File: src/rtl/mypkg.sv
// Shared address-layout package.
// Supplies the field widths used by both the lookup-side address split and
// the line-address composer, the composer FSM state type, and the
// compose_addr helper that glues {tag, index, offset} into a byte address.
package mypkg;

    localparam int unsigned ADDRESS_BITS = 32;
    localparam int unsigned TAG_BITS     = 21;
    localparam int unsigned INDEX_BITS   = 5;
    localparam int unsigned OFFSET_BITS  = 6;

    typedef enum logic {
        IDLE,
        BURST
    } state_t;

    function automatic logic [ADDRESS_BITS-1:0] compose_addr(
        input logic [TAG_BITS-1:0]    tag,
        input logic [INDEX_BITS-1:0]  index,
        input logic [OFFSET_BITS-1:0] offset
    );
        return {tag, index, offset};
    endfunction

endpackage

File: src/rtl/line_addr_compose.sv
// line_addr_compose
// Rebuilds a full byte address from a cache line's tag and index and emits
// one beat-aligned address per beat of the line, as a valid/ready burst.
//
// Ports:
//   clk, rst_n            rising-edge clock, synchronous active-low reset
//   req_valid/req_ready   line request handshake (ready only while idle)
//   req_tag, req_index    line identity, latched when the request is taken
//   req_offset            critical byte offset (wrap build only)
//   addr_valid/addr_ready beat handshake toward the memory model
//   addr                  beat-aligned byte address
//   addr_last             set on the final beat of the line
//   beat_idx              beat ordinal within the burst, 0 = first
//
// Build option: define LINE_ADDR_COMPOSE_WRAP_EN for critical-word-first
// order (start at the beat holding req_offset, wrap within the line).
// Without it the burst always starts at offset 0 and req_offset is ignored.
module line_addr_compose
    import mypkg::*;
#(
    parameter int unsigned BEAT_BYTES = 4
) (
    input  logic                                  clk,
    input  logic                                  rst_n,
    input  logic                                  req_valid,
    output logic                                  req_ready,
    input  logic [TAG_BITS-1:0]                   req_tag,
    input  logic [INDEX_BITS-1:0]                 req_index,
    input  logic [OFFSET_BITS-1:0]                req_offset,
    output logic                                  addr_valid,
    input  logic                                  addr_ready,
    output logic [ADDRESS_BITS-1:0]               addr,
    output logic                                  addr_last,
    output logic [((2**OFFSET_BITS)/BEAT_BYTES > 1 ?
                   $clog2((2**OFFSET_BITS)/BEAT_BYTES) : 1)-1:0] beat_idx
);

    localparam int unsigned BSH   = $clog2(BEAT_BYTES);
    localparam int unsigned BEATS = (2**OFFSET_BITS) / BEAT_BYTES;
    localparam int unsigned BW    = (BEATS > 1) ? $clog2(BEATS) : 1;

    if (TAG_BITS + INDEX_BITS + OFFSET_BITS != ADDRESS_BITS) begin : g_bad_layout
        $error("line_addr_compose: TAG_BITS + INDEX_BITS + OFFSET_BITS != ADDRESS_BITS");
    end
    if (BEAT_BYTES == 0 || (BEAT_BYTES & (BEAT_BYTES - 1)) != 0 ||
        BEAT_BYTES > 2**OFFSET_BITS) begin : g_bad_beat
        $error("line_addr_compose: BEAT_BYTES must be a power of two within one line");
    end

    state_t                  state;
    logic [TAG_BITS-1:0]     tag_q;
    logic [INDEX_BITS-1:0]   index_q;
    logic [BW-1:0]           beat_q;     // beat field of the address on display
    logic [BW-1:0]           start_beat;
    logic [BW-1:0]           next_beat;

    // Beat number -> byte offset within the line; low BSH bits are always 0.
    // With a single beat the shift clears the whole field.
    function automatic logic [OFFSET_BITS-1:0] beat_off(input logic [BW-1:0] b);
        return OFFSET_BITS'(b) << BSH;
    endfunction

`ifdef LINE_ADDR_COMPOSE_WRAP_EN
    assign start_beat = BW'(req_offset >> BSH);
`else
    logic unused_offset;
    assign unused_offset = ^req_offset;
    assign start_beat    = '0;
`endif

    // Power-of-two beat count, so the BW-bit add is the mod-BEATS wrap.
    assign next_beat = beat_q + BW'(1);

    always_ff @(posedge clk) begin
        if (!rst_n) begin
            state      <= IDLE;
            req_ready  <= 1'b1;
            addr_valid <= 1'b0;
            addr       <= '0;
            addr_last  <= 1'b0;
            beat_idx   <= '0;
            tag_q      <= '0;
            index_q    <= '0;
            beat_q     <= '0;
        end else begin
            case (state)
                IDLE: begin
                    if (req_valid) begin
                        tag_q      <= req_tag;
                        index_q    <= req_index;
                        beat_q     <= start_beat;
                        addr       <= compose_addr(req_tag, req_index, beat_off(start_beat));
                        addr_valid <= 1'b1;
                        addr_last  <= (BEATS == 1);
                        beat_idx   <= '0;
                        req_ready  <= 1'b0;
                        state      <= BURST;
                    end
                end
                BURST: begin
                    if (addr_ready) begin
                        if (addr_last) begin
                            addr_valid <= 1'b0;
                            addr_last  <= 1'b0;
                            beat_idx   <= '0;
                            req_ready  <= 1'b1;
                            state      <= IDLE;
                        end else begin
                            beat_q    <= next_beat;
                            addr      <= compose_addr(tag_q, index_q, beat_off(next_beat));
                            beat_idx  <= beat_idx + BW'(1);
                            addr_last <= (32'(beat_idx) + 32'd2 == BEATS);
                        end
                    end
                end
                default: begin
                    state      <= IDLE;
                    req_ready  <= 1'b1;
                    addr_valid <= 1'b0;
                end
            endcase
        end
    end

endmodule

File: config.mk
export PLATFORM = sky130hd
export DESIGN_NAME = line_addr_compose
export DESIGN_NICKNAME = d
export VERILOG_FILES = /design/src/rtl/mypkg.sv /design/src/rtl/line_addr_compose.sv
export SDC_FILE = /design/constraint.sdc
export NUM_CORES = 1
export LEC_CHECK = 0
export BUFFER_PORTS_ARGS = -buffer_cell sky130_fd_sc_hd__clkbuf_2
export CAP_MARGIN = 10
export CORE_MARGIN = 10
export CORE_UTILIZATION = 40
export DETAILED_ROUTE_END_ITERATION = 8
export GPL_ROUTABILITY_DRIVEN = 0
export PLACE_DENSITY = 0.69
export SLEW_MARGIN = 10
export SYNTH_ARGS = -nofsm -noshare
export SYNTH_HDL_FRONTEND = slang
export SYNTH_SLANG_ARGS = --single-unit
File: constraint.sdc
create_clock -name clk -period 2.35 [get_ports clk]
set_clock_uncertainty 0.2 [all_clocks]
set_input_delay 0 -clock clk [delete_from_list [all_inputs] [get_ports clk]]
set_output_delay 0 -clock clk [all_outputs]
set_load 0.05 [all_outputs]
## After elaboration in Yosys (flattened, before gate mapping)

Cells that the tools add are included.

- Output and inout port bits: 39
- Word-level logic and storage cells: 48
- Bits in registers: 70
- Input bits: 36

- Add/sub/neg operators: 3
- Bitwise gates (word level): 1
- Reductions and logical operators: 4
- Multiplexer cells: 26
- Equality and inequality tests: 5

Operator list:

| cell | count |
|---|---|
| 32-bit 2-to-1 mux | 3 |
| 32-bit one-hot mux with 2 select lines | 1 |
| 4-bit 2-to-1 mux | 5 |
| 4-bit one-hot mux with 2 select lines | 2 |
| 1-bit 2-to-1 mux | 11 |
| 4-bit by 1-bit adder with 4-bit output, second input constant | 2 |
| 2-bit != test, second input constant | 4 |
| 1-bit one-hot mux with 2 select lines | 4 |
| 3-bit AND reduction | 2 |
| 4-bit by 2-bit adder with 5-bit output, second input constant | 1 |
| 5-bit == test, second input constant | 1 |
| 2-bit AND reduction | 2 |
| 1-bit NOT | 1 |

## Depth between registers and ports, before layout

Gate-level depths: netlist of the first run.

- Word-level depth: 5
- Depth in mapped cells: 6
- Gate-level depth less buffers: 5

## Worst setup path before layout of the first run

Ideal clock, no wire load.

- Path kind: register to register
- From: reg beat_idx[0] (netlist name)
- To: reg beat_idx[1] (netlist name)
- Path buffers: 0
- Arrival time: 1.689 ns
- Setup slack: 0.391 ns
- Required time: 2.080 ns
- Cell stages (with the launch flop): 5
- Period minus slack after synthesis: 1.959 ns
- Setup time: 0.070 ns
- Path through: dfxtp_1 -> inv_1 -> ha_1 -> or4b_1 -> a21boi_1

- Cells in the longest elaborated chain, start to end: 4

RTL lines:

| what | RTL line | text |
|---|---|---|
| start: declaration | line_addr_compose.sv:35 | `$clog2((2**OFFSET_BITS)/BEAT_BYTES) : 1)-1:0] beat_idx` |
| start signal: assignment | line_addr_compose.sv:111 | `beat_idx <= beat_idx + BW'(1);` |
| 4-bit by 1-bit adder with 4-bit output | line_addr_compose.sv:111 |  |
| 4-bit 2-to-1 mux | line_addr_compose.sv:102 | `if (addr_last) begin` |
| 4-bit 2-to-1 mux | line_addr_compose.sv:101 | `if (addr_ready) begin` |
| 4-bit one-hot mux with 2 select lines | line_addr_compose.sv:86 | `case (state)` |

Every way passes these cells. The select of a mux whose other input is x is not followed.
A chain may end at the register's enable or synchronous reset.

## Worst setup path in the final report of the first run

- From: reg state
- To: reg state

- Cells in the longest elaborated chain, start to end: 2

RTL lines:

| what | RTL line | text |
|---|---|---|
| start: declaration | line_addr_compose.sv:50 | `state_t state;` |
| start signal: assignment | line_addr_compose.sv:76 | `state <= IDLE;` |
| start signal: assignment | line_addr_compose.sv:97 | `state <= BURST;` |
| start signal: assignment | line_addr_compose.sv:107 | `state <= IDLE;` |
| 1-bit NOT (no line) | - |  |
| 1-bit one-hot mux with 2 select lines * | line_addr_compose.sv:86 |  |

Every way passes the cells marked *; elsewhere a longest branch is shown, timed or not.

==> results of run 1 <==
-- cells by family (layout without fill, tap and decap cells) --
| family | after synthesis | after routing | synth area share, % |
|---|---|---|---|
| compound gates | 93 | 93 | 23.94 |
| fa+ha+maj | 4 | 4 | 1.767 |
| other cells | 1 | 2 | 0.1324 |
| flops | 64 | 64 | 45.23 |
| buf+inv | 30 | 123 | 5.212 |
| xor+xnor | 1 | 1 | 0.3092 |
| simple gates | 82 | 82 | 13.87 |
| mux | 27 | 27 | 9.541 |
-- final cells by class --
class	count	area, um^2	share of cell area [%]
Multi-Input combinational cell	209	1415	38.06
Sequential cell	64	1282	34.49
Timing Repair Buffer	108	743.2	19.99
Clock buffer	13	148.9	4.004
Tap cell	96	120.1	3.230
Clock inverter	1	5.005	0.1346
Inverter	1	3.754	0.1009
-- routing by layer --
metal	vias up	track usage, %	share of wire, %
li1	1248	-	-
met1	1147	15.33	45
met2	40	21.89	49
met3	8	3.284	4.3
met4	0	5.467	1.5
met5	-	0	0
-- flip-flops by register name, summed over array words and instances, names as in the netlist --
register / cells
tag_q: 21
beat_q: 3
addr_last: 1
req_ready: 1
addr: 27
addr_valid: 1
index_q: 5
state: 1
beat_idx: 4
-- synthesized netlist by cell type --
library cell | number | share of area, %
sky130_fd_sc_hd__dfxtp_1 | 64 | 45
sky130_fd_sc_hd__a21bo_2 | 1 | 0.35
sky130_fd_sc_hd__buf_4 | 5 | 1.3
sky130_fd_sc_hd__nor2b_1 | 3 | 0.66
sky130_fd_sc_hd__or3_1 | 1 | 0.22
sky130_fd_sc_hd__nand4b_1 | 3 | 0.93
sky130_fd_sc_hd__a21oi_1 | 4 | 0.71
sky130_fd_sc_hd__nand3b_1 | 1 | 0.27
sky130_fd_sc_hd__o21ai_1 | 13 | 2.3
sky130_fd_sc_hd__nand2_4 | 2 | 0.79
sky130_fd_sc_hd__inv_1 | 1 | 0.13
sky130_fd_sc_hd__xor2_1 | 1 | 0.31
sky130_fd_sc_hd__nand2_1 | 57 | 7.6
sky130_fd_sc_hd__buf_2 | 13 | 2.3
sky130_fd_sc_hd__and4b_1 | 1 | 0.35
sky130_fd_sc_hd__conb_1 | 1 | 0.13
sky130_fd_sc_hd__or4b_1 | 2 | 0.71
sky130_fd_sc_hd__clkbuf_1 | 11 | 1.5
sky130_fd_sc_hd__a31oi_1 | 1 | 0.22
sky130_fd_sc_hd__o22ai_1 | 1 | 0.22
sky130_fd_sc_hd__nand4_1 | 3 | 0.66
sky130_fd_sc_hd__o211a_1 | 27 | 9.5
sky130_fd_sc_hd__mux2i_1 | 27 | 9.5
sky130_fd_sc_hd__a22oi_1 | 1 | 0.27
sky130_fd_sc_hd__nor3b_1 | 1 | 0.27
sky130_fd_sc_hd__nand2b_1 | 1 | 0.22
sky130_fd_sc_hd__nor2_1 | 3 | 0.40
sky130_fd_sc_hd__ha_1 | 4 | 1.8
sky130_fd_sc_hd__o21ai_0 | 18 | 3.2
sky130_fd_sc_hd__nand3_1 | 3 | 0.53
sky130_fd_sc_hd__and3b_1 | 1 | 0.31
sky130_fd_sc_hd__a21boi_1 | 27 | 7.2
-- critical path: cells and delay by family (launching register included) --
kind	cells	cell delay (ps)
buf+inv	2	880
compound gates	1	190
flops	1	570
-- final timing paths --
kind	depth (start not counted)	end	slack, ps
setup reg to reg	3	state$_SDFF_PN0_	450
hold reg to reg	2	index_q[0]$_SDFFE_PN0P_	250
setup / recovery	3	state$_SDFF_PN0_	450
hold / removal	2	req_ready$_SDFFE_PN1P_	130
-- power by group through the flow --
stage          combinational, mW  sequential, mW  clock, mW
6_report                   0.536            1.20      0.780
5_1_grt                    0.583            1.21      0.848
4_1_cts                    0.543            1.20      0.810
3_5_place_dp               0.498            1.23          0
3_3_place_gp               0.492            1.22          0
2_1_floorplan              0.218            1.38          0
==> flow_summary.yaml, run 1 <==
critical_path:
  critical_path.reg2reg.startpoint: "state$_SDFF_PN0_"
  worstPathRequired_ps: 2410
  worstPathCellList: "buf_4 > o211a_1 > dlygate4sd3_1"
  max_stage_delay_ps: 570
  crit_path_start_kind: "flop"
  setup.worst_path.end_class: "flop"
  timing.critical_path.slowest_stage_cell: "sky130_fd_sc_hd__dfxtp_2"
  worstSetupStartpoint: "state$_SDFF_PN0_"
  crit_arrival_ps: 1960
  critical_path_peak_fanout: 15
  critPathKind: "reg2reg"
placed_design:
  placed_cell_area_um2: 3224
  dp_hpwl_um: 4663
  place.port_buffers: 66
  pre_cts_ws_ps: 649.8
  placedCellCount: 444
synth:
  synth.yosys.warnings: 0
  synthesis.instances: 302
  average_cell_area_after_synthesis_um2: 9.380
  mappedNetlistArea_um2: 2833
  synth_seq_area_share_pct: 45.23
  synthDistinctLibCells: 32
  synth.ff_latch_count: 64
route:
  drt_initial_violations: 65
  postRouteAntennaNets: 0
  routed_wire_length_per_instance_um: 14.16
  detail_route.wirelength_um: 6969
  drt_pass1_iterations: 6
  routed_via_count: 2443
  post-route-drc-count: 0
  via_per_inst: 4.965
power_and_ir_drop:
  ir_drop_mv: 0.4212
  clkPwrFrac_pct: 30.9
  leakage_power_summed_over_all_cells_nw: 1.792
  totalPowerFinal_mw: 2.520
  netSwitchingFraction_pct: 30.50
  internal_power_mw: 1.751
  power_density_nw_per_um2: 677.6
  power.sequential.fraction_pct: 47.8
  net_switching_power_mw: 0.7684
  p_comb_share_pct: 21.3
global_routing:
  antenna_found_initial: 0
  remaining_overflow_grt: 0
  global_route.usage.total_pct: 13.02
  grt_pass1_wl_um: 11990
  first_global_vias: 2469
  pin_count_of_the_biggest_net_entering_global_routing: 44
cells_and_area:
  most-common-layout-cells: "sky130_fd_sc_hd__clkbuf_2, sky130_fd_sc_hd__dfxtp_1, sky130_fd_sc_hd__nand2_1, sky130_fd_sc_hd__dlygate4sd3_1"
  stdcell_area_um2: 3719
  layout.cells.most_common: "sky130_fd_sc_hd__clkbuf_2"
  n_fill_cell: 651
  finish.net_count: 433
  post_layout_nonfiller_instances: 492
  share_of_post_route_cells_with_drive_strength_above_1_pct: 22.73
  area_delta_synth_final_pct: 31.27
  antenna_cells: 0
  utilization_pct: 54.43
clock_network:
  postCtsSetupRepairBufs: 0
  cts_max_level: 3
  clk_root_buffer_cell: "sky130_fd_sc_hd__clkbuf_8"
  clock_tree_from_tritoncts: "yes"
  ctsResizeCount: 0
  clkSlewWorstSetupHoldPaths_ps: 70
  max-clock-path-buffers: 2
  cts_num_sinks: 64
  insertion_delay_ps: 320
  holdBufCountCts: 34
  cts_buffers: 9
timing:
  hold_violations: 0
  setup_total_negative_slack_ps: 0
  worst_pin_slew_ps: 724.9
  final.period_utilization_pct: 80.97
  timing.final.setup_violations: 0
  achievable-frequency_mhz: 525.5
  finalHoldWorstSlack_ps: 129.7
  post-route-min-period_ps: 1903
  slew_viol_final: 0
  layout_setup_ws_ps: 447.1
  timing.slew.headroom_pct: 51.67
  grt_setup_unrepaired: "false"
floorplan:
  std_cell_core_area_um2: 6832
  floorplan.die_area_um2: 10850
  initial_cell_density_of_the_core_pct: 41.47
  dieWidth_um: 104.2
  site_rows: 30
  die_boundary_height_um: 104.2
  top_level_ports: 75
status:
  status: "completed"
hold_path:
  hold_path.class: "in2reg"
  holdCritStartpoint: "rst_n"
run:
  max-cap-violations: 0
Note: power is estimated with default switching activity, not from simulation.
==> inputs of run 2 (changes only) <==
==> constraint.sdc (replaced) <==
create_clock -name clk -period 1.9 [get_ports clk]
set_clock_uncertainty 0.2 [all_clocks]
set_input_delay 0 -clock clk [delete_from_list [all_inputs] [get_ports clk]]
set_output_delay 0 -clock clk [all_outputs]
set_load 0.05 [all_outputs]
==> run 2 against run 1 <==
  * Non-clock buffer count is 2 lower
  * Global-route usage increased by 0.54 points
  * Clock-buffer cell count shrank 1
  * Cell count stayed put
  * Power up 40%
  * Critical path depth is 1 higher
  * Setup slack got worse by 330 ps
  * Combinational power up 25%
  * Largest cell class unchanged
  * First-iteration DRC count up 63%
  * Routed wire length rose by 4.1%
  * Critical path type unchanged
  * Highest routed layer unchanged
==> flow_summary.yaml, run 2 (synthesized netlist as in run 1, its figures left out) <==
placed_design:
  place.port_buffers: 66
  placedCellCount: 446
  dp_hpwl_um: 4698
clock_network:
  clk_root_buffer_cell: "sky130_fd_sc_hd__clkbuf_8"
  clkSlewWorstSetupHoldPaths_ps: 70
  postCtsSetupRepairBufs: 0
  insertion_delay_ps: 330
  max-clock-path-buffers: 2
  cts_num_sinks: 64
  clock_tree_from_tritoncts: "yes"
  cts_buffers: 9
  cts_max_level: 3
cells_and_area:
  share_of_post_route_cells_with_drive_strength_above_1_pct: 24.75
  area_delta_synth_final_pct: 33.57
  post_layout_nonfiller_instances: 492
  antenna_cells: 0
  largest_register: "addr"
  most-common-layout-cells: "sky130_fd_sc_hd__clkbuf_2, sky130_fd_sc_hd__dfxtp_1, sky130_fd_sc_hd__nand2_1, sky130_fd_sc_hd__dlygate4sd3_1"
  area_of_the_multi_input_gates_um2: 1415
  finish.net_count: 431
  max_reg_flops: 27
  largestRegisters: "addr (27), tag_q (21), index_q (5)"
  layout.cells.most_common: "sky130_fd_sc_hd__clkbuf_2"
  final-seq-area_um2: 1286
  n_fill_cell: 652
timing:
  achievable-frequency_mhz: 561.8
  post-route-min-period_ps: 1780
  slew_viol_final: 0
  timing.final.setup_violations: 0
  hold_violations: 0
  setup_total_negative_slack_ps: 0
  final.period_utilization_pct: 93.69
  grt_setup_unrepaired: "false"
power_and_ir_drop:
  ir_drop_mv: 0.5821
  power_density_nw_per_um2: 931.0
  leakage_power_summed_over_all_cells_nw: 1.830
critical_path:
  crit_arrival_ps: 1790
  critPathKind: "reg2reg"
  critical_path_depth: 4
  max_stage_delay_ps: 540
  capturing_instance_or_port_of_the_critical_path: "state$_SDFF_PN0_"
  worstPathRequired_ps: 1910
  worstSetupStartpoint: "state$_SDFF_PN0_"
  setup.worst_path.end_class: "flop"
  r2r-end: "state$_SDFF_PN0_"
  crit_path_start_kind: "flop"
  worstPathCellList: "buf_4 > nand3_1 > o211a_1 > dlygate4sd3_1"
  ff2ff_setup_slack_ps: 120
  timing.critical_path.max_delay_family: "buffers and inverters"
  critical_path.reg2reg.startpoint: "state$_SDFF_PN0_"
  critical_path_peak_fanout: 11
  worst-path-buf-inv: 2
  timing.critical_path.slowest_stage_cell: "sky130_fd_sc_hd__dlygate4sd3_1"
  ff2ff_path_depth: 4
route:
  postRouteAntennaNets: 0
  drt_pass1_iterations: 4
  routed_via_count: 2491
  drt_initial_violations: 106
  via_per_inst: 5.063
  post-route-drc-count: 0
  routed_wire_length_per_instance_um: 14.75
  detail_route.wirelength_um: 7256
floorplan:
  std_cell_core_area_um2: 6832
  initial_cell_density_of_the_core_pct: 41.47
  site_rows: 30
  dieWidth_um: 104.2
  top_level_ports: 75
  die_boundary_height_um: 104.2
  floorplan.die_area_um2: 10850
global_routing:
  first_global_vias: 2500
  remaining_overflow_grt: 0
  pin_count_of_the_biggest_net_entering_global_routing: 38
  antenna_found_initial: 0
  grt_pass1_wl_um: 12260
  global_route.usage.total_pct: 13.56
status:
  status: "completed"
run:
  max-cap-violations: 0
hold_path:
  hold_path.class: "in2reg"
  min_path_cells: 4
run 2: how the worst min path moves through the flow:
stage	from	end	slack (ps)
after floorplan	req_index[0]	index_q[0]$_SDFFE_PN0P_	-70
after global placement	req_tag[15]	tag_q[15]$_SDFFE_PN0P_	40
after detailed placement	req_tag[2]	tag_q[2]$_SDFFE_PN0P_	40
after CTS	req_tag[6]	tag_q[6]$_SDFFE_PN0P_	230
after global routing	req_tag[19]	tag_q[19]$_SDFFE_PN0P_	250
final	req_tag[6]	tag_q[6]$_SDFFE_PN0P_	240
run 2: final cells by class:
| class | count | area share, % |
|---|---|---|
| clock buffers | 12 | 4.365 |
| clock inverters | 4 | 1.984 |
| inverters | 1 | 0.09921 |
| multi-input cells | 209 | 37.40 |
| flip-flops and latches | 64 | 33.99 |
| well taps | 96 | 3.175 |
| repair buffers | 106 | 18.98 |
run 2: layer usage:
layer / track usage (%) / up-vias / share of wire [%]
met1: 15.53 / 1180 / 47
met5: 0 / - / 0
met4: 5.467 / 0 / 1.0
met2: 22.66 / 58 / 47
met3: 4.523 / 6 / 4.8
li1: - / 1247 / -
run 2: what timing repair did:
item / CTS / global route
endpoints found under the setup margin: 0 / 1
hold buffers: 30 / 0
hold endpoints to repair: 62 / 0
resized for setup: 0 / 1
run 2: power breakdown:
group / leakage, nW / internal (mW) / switching [mW]
sequential: 0.528 / 1.43 / 0.0534
combinational: 1.19 / 0.236 / 0.431
clock: 0.115 / 0.846 / 0.523
run 2: stage by stage:
stage          setup slack, ps  total power [mW]  utilization (%)  hold WS, ps  cell area, um^2
2_1_floorplan            2.649             1.971                -       -65.17             2838
6_report                 119.9             3.522            55.38        240.4             3784
3_3_place_gp             299.3             2.126            47.44        36.06             3241
4_1_cts                  52.15             3.566            55.35        230.2             3781
5_1_grt                  32.91             3.685            55.38        253.1             3784
3_5_place_dp             262.7             2.140            47.44        44.00             3241
run 2: worst min-delay path, cell delays in order:
cell,delay (ps)
sky130_fd_sc_hd__dlygate4sd3_1,530
sky130_fd_sc_hd__clkbuf_2,110
sky130_fd_sc_hd__nand2_1,50
sky130_fd_sc_hd__a21boi_1,40
==> inputs of run 3 (changes only) <==
--- a/config.mk
+++ b/config.mk
@@ -5,13 +5,14 @@
 export SDC_FILE = /design/constraint.sdc
 export NUM_CORES = 1
 export LEC_CHECK = 0
+export ABC_AREA = 1
 export BUFFER_PORTS_ARGS = -buffer_cell sky130_fd_sc_hd__clkbuf_2
 export CAP_MARGIN = 10
 export CORE_MARGIN = 10
 export CORE_UTILIZATION = 40
 export DETAILED_ROUTE_END_ITERATION = 8
 export GPL_ROUTABILITY_DRIVEN = 0
-export PLACE_DENSITY = 0.69
+export PLACE_DENSITY = 0.7
 export SLEW_MARGIN = 10
 export SYNTH_ARGS = -nofsm -noshare
 export SYNTH_HDL_FRONTEND = slang
==> run 3 against run 2 <==
  * Sequential power grew 3%
  * Register-to-register slack gained 140 ps
  * Global-route usage grew 0.50 points
  * First-iteration DRC count shrank 19%
  * Die area shrank 2.1%
  * Routed wire length shrank 1.9%
  * Clock-buffer cell count is the same
  * Core utilization shrank 2.2 points
  * Critical endpoint is now addr[24]$_SDFFE_PN0P_
==> flow_summary.yaml, run 3 <==
cells_and_area:
  most-common-layout-cells: "sky130_fd_sc_hd__nor2_1, sky130_fd_sc_hd__clkbuf_2, sky130_fd_sc_hd__nand2_1, sky130_fd_sc_hd__dfxtp_1, sky130_fd_sc_hd__o21ai_0"
  antenna_cells: 0
  utilization_pct: 53.19
  area_delta_synth_final_pct: 30.19
  largest_register: "addr"
  share_of_post_route_cells_with_drive_strength_above_1_pct: 22.83
  largestRegisters: "addr (27), tag_q (21), index_q (5)"
  max_reg_flops: 27
  area_of_the_multi_input_gates_um2: 1189
  layout.cells.most_common: "sky130_fd_sc_hd__nor2_1"
  final-seq-area_um2: 1281
  n_fill_cell: 647
  finish.net_count: 509
floorplan:
  floorplan.die_area_um2: 10620
  die_boundary_height_um: 103.1
  top_level_ports: 75
  initial_cell_density_of_the_core_pct: 40.85
  site_rows: 30
  dieWidth_um: 103.1
  std_cell_core_area_um2: 6756
timing:
  final.period_utilization_pct: 86.45
  achievable-frequency_mhz: 608.8
  layout_setup_ws_ps: 257.5
  setup_total_negative_slack_ps: 0
  hold_violations: 0
  post-route-min-period_ps: 1643
  grt_setup_unrepaired: "false"
  timing.final.setup_violations: 0
  slew_viol_final: 0
clock_network:
  clk_root_buffer_cell: "sky130_fd_sc_hd__clkbuf_8"
  cts_buffers: 9
  clock_tree_from_tritoncts: "yes"
  postCtsSetupRepairBufs: 0
  insertion_delay_ps: 350
  clkSlewWorstSetupHoldPaths_ps: 70
  cts_num_sinks: 64
  cts_max_level: 3
  max-clock-path-buffers: 2
power_and_ir_drop:
  ir_drop_mv: 0.4667
  totalPowerFinal_mw: 3.603
  power_density_nw_per_um2: 1003
  leakage_power_summed_over_all_cells_nw: 1.685
status:
  status: "completed"
run:
  max-cap-violations: 0
global_routing:
  first_global_vias: 2533
  grt_pass1_wl_um: 11760
  pin_count_of_the_biggest_net_entering_global_routing: 35
  remaining_overflow_grt: 0
  global_route.usage.total_pct: 14.06
  antenna_found_initial: 0
critical_path:
  crit_arrival_ps: 1720
  setup.worst_path.end_class: "flop"
  critical_path_peak_fanout: 34
  crit_path_start_kind: "flop"
  worstPathRequired_ps: 1970
  critPathKind: "reg2reg"
route:
  routed_via_count: 2605
  detail_route.wirelength_um: 7117
  routed_wire_length_per_instance_um: 12.87
  postRouteAntennaNets: 0
  via_per_inst: 4.711
  drt_initial_violations: 86
  post-route-drc-count: 0
  drt_pass1_iterations: 4
synth:
  synth.yosys.warnings: 0
  synth_area_leader_cell: "sky130_fd_sc_hd__dfxtp_1"
  average_cell_area_after_synthesis_um2: 7.321
  synthesis.instances: 377
  mappedNetlistArea_um2: 2760
  netlist.area_leader.share_pct: 46.42
  synthDistinctLibCells: 25
  synth_flop_cell: "sky130_fd_sc_hd__dfxtp_1"
  synth_seq_area_share_pct: 46.42
  synth.most_common_cell: "sky130_fd_sc_hd__nor2_1"
  synthArstFlopShare_pct: 0
  synth_enable_flop_cells: 0
  synth.ff_latch_count: 64
  netlist_top_cells_count: "sky130_fd_sc_hd__nor2_1, sky130_fd_sc_hd__nand2_1, sky130_fd_sc_hd__dfxtp_1, sky130_fd_sc_hd__o21ai_0, sky130_fd_sc_hd__inv_1"
  netlist_top_cells_area: "sky130_fd_sc_hd__dfxtp_1, sky130_fd_sc_hd__o21ai_0, sky130_fd_sc_hd__nor2_1"
placed_design:
  place.port_buffers: 66
  pre_cts_ws_ps: 262.3
  dp_hpwl_um: 4718
hold_path:
  hold_path.class: "in2reg"
run 3: cell count changes in the layout (fill, tap and decap cells not counted), sizes merged, moves of 14 or more:
| cell | change |
|---|---|
| inv | +40 |
| o21ai | +47 |
| nor2 | +68 |
| a21boi | -27 |
| mux2i | -27 |
| o211a | -27 |
| nand3 | +14 |
run 3: worst max-delay path, stage by stage (launching register included):
cell,delay (ps)
sky130_fd_sc_hd__dfxtp_1,400
sky130_fd_sc_hd__inv_2,70
sky130_fd_sc_hd__nand2_4,140
sky130_fd_sc_hd__nand2_4,240
sky130_fd_sc_hd__inv_4,340
sky130_fd_sc_hd__nor2_1,70
sky130_fd_sc_hd__nor2_1,120
run 3: worst paths after layout:
check | startpoint | endpoint | slack, ps | cells after the start
setup / recovery | state$_SDFF_PN0_ | addr[24]$_SDFFE_PN0P_ | 260 | 6
hold / removal | req_tag[2] | tag_q[2]$_SDFFE_PN0P_ | 240 | 4
setup reg to reg | state$_SDFF_PN0_ | addr[24]$_SDFFE_PN0P_ | 260 | 6
hold reg to reg | tag_q[7]$_SDFFE_PN0P_ | tag_q[7]$_SDFFE_PN0P_ | 260 | 2
run 3: kinds of logic after synthesis:
kind of cell,Yosys count,synth area share [%]
buf+inv,62,10.65
fa+ha+maj,4,1.813
flops,64,46.42
compound gates,86,17.32
other cells,1,0.1359
simple gates,160,23.66
run 3: per-stage QoR:
stage	instance area (um^2)	cells	hold WS, ps
after floorplan	2764	378	-61.28
after global placement	3098	509	42.66
after detailed placement	3098	509	53.20
after CTS	3593	553	228.9
after global routing	3593	553	269.6
final	3593	553	238.9
run 3: layout make-up:
type	count	area share [%]
sequential	64	35.65
clock inverter	3	1.114
clock buffer	12	4.596
inverter	42	4.457
tap	80	2.786
multi-input combinational	252	33.08
timing repair buffer	100	18.31
run 3: repair_timing:
item	4_1_cts	5_1_grt
hold buffers	29	0
hold endpoints to repair	60	0
gates resized for setup	0	0
run 3: layer usage:
metal | GRT usage [%] | vias to the layer above | wire length [um]
met1 | 17.00 | 1166 | 3306
met3 | 2.815 | 11 | 350
li1 | - | 1377 | -
met4 | 8.663 | 0 | 94
met2 | 22.43 | 51 | 3366
met5 | 0 | - | 0
run 3: power by group:
| group | internal, mW | leakage, nW | switching, mW | total, mW |
|---|---|---|---|---|
| clock network | 0.702 | 0.108 | 0.519 | 1.22 |
| registers | 1.46 | 0.528 | 0.0677 | 1.53 |
| logic | 0.232 | 1.05 | 0.618 | 0.850 |
| total | 2.40 | 1.69 | 1.20 | 3.60 |
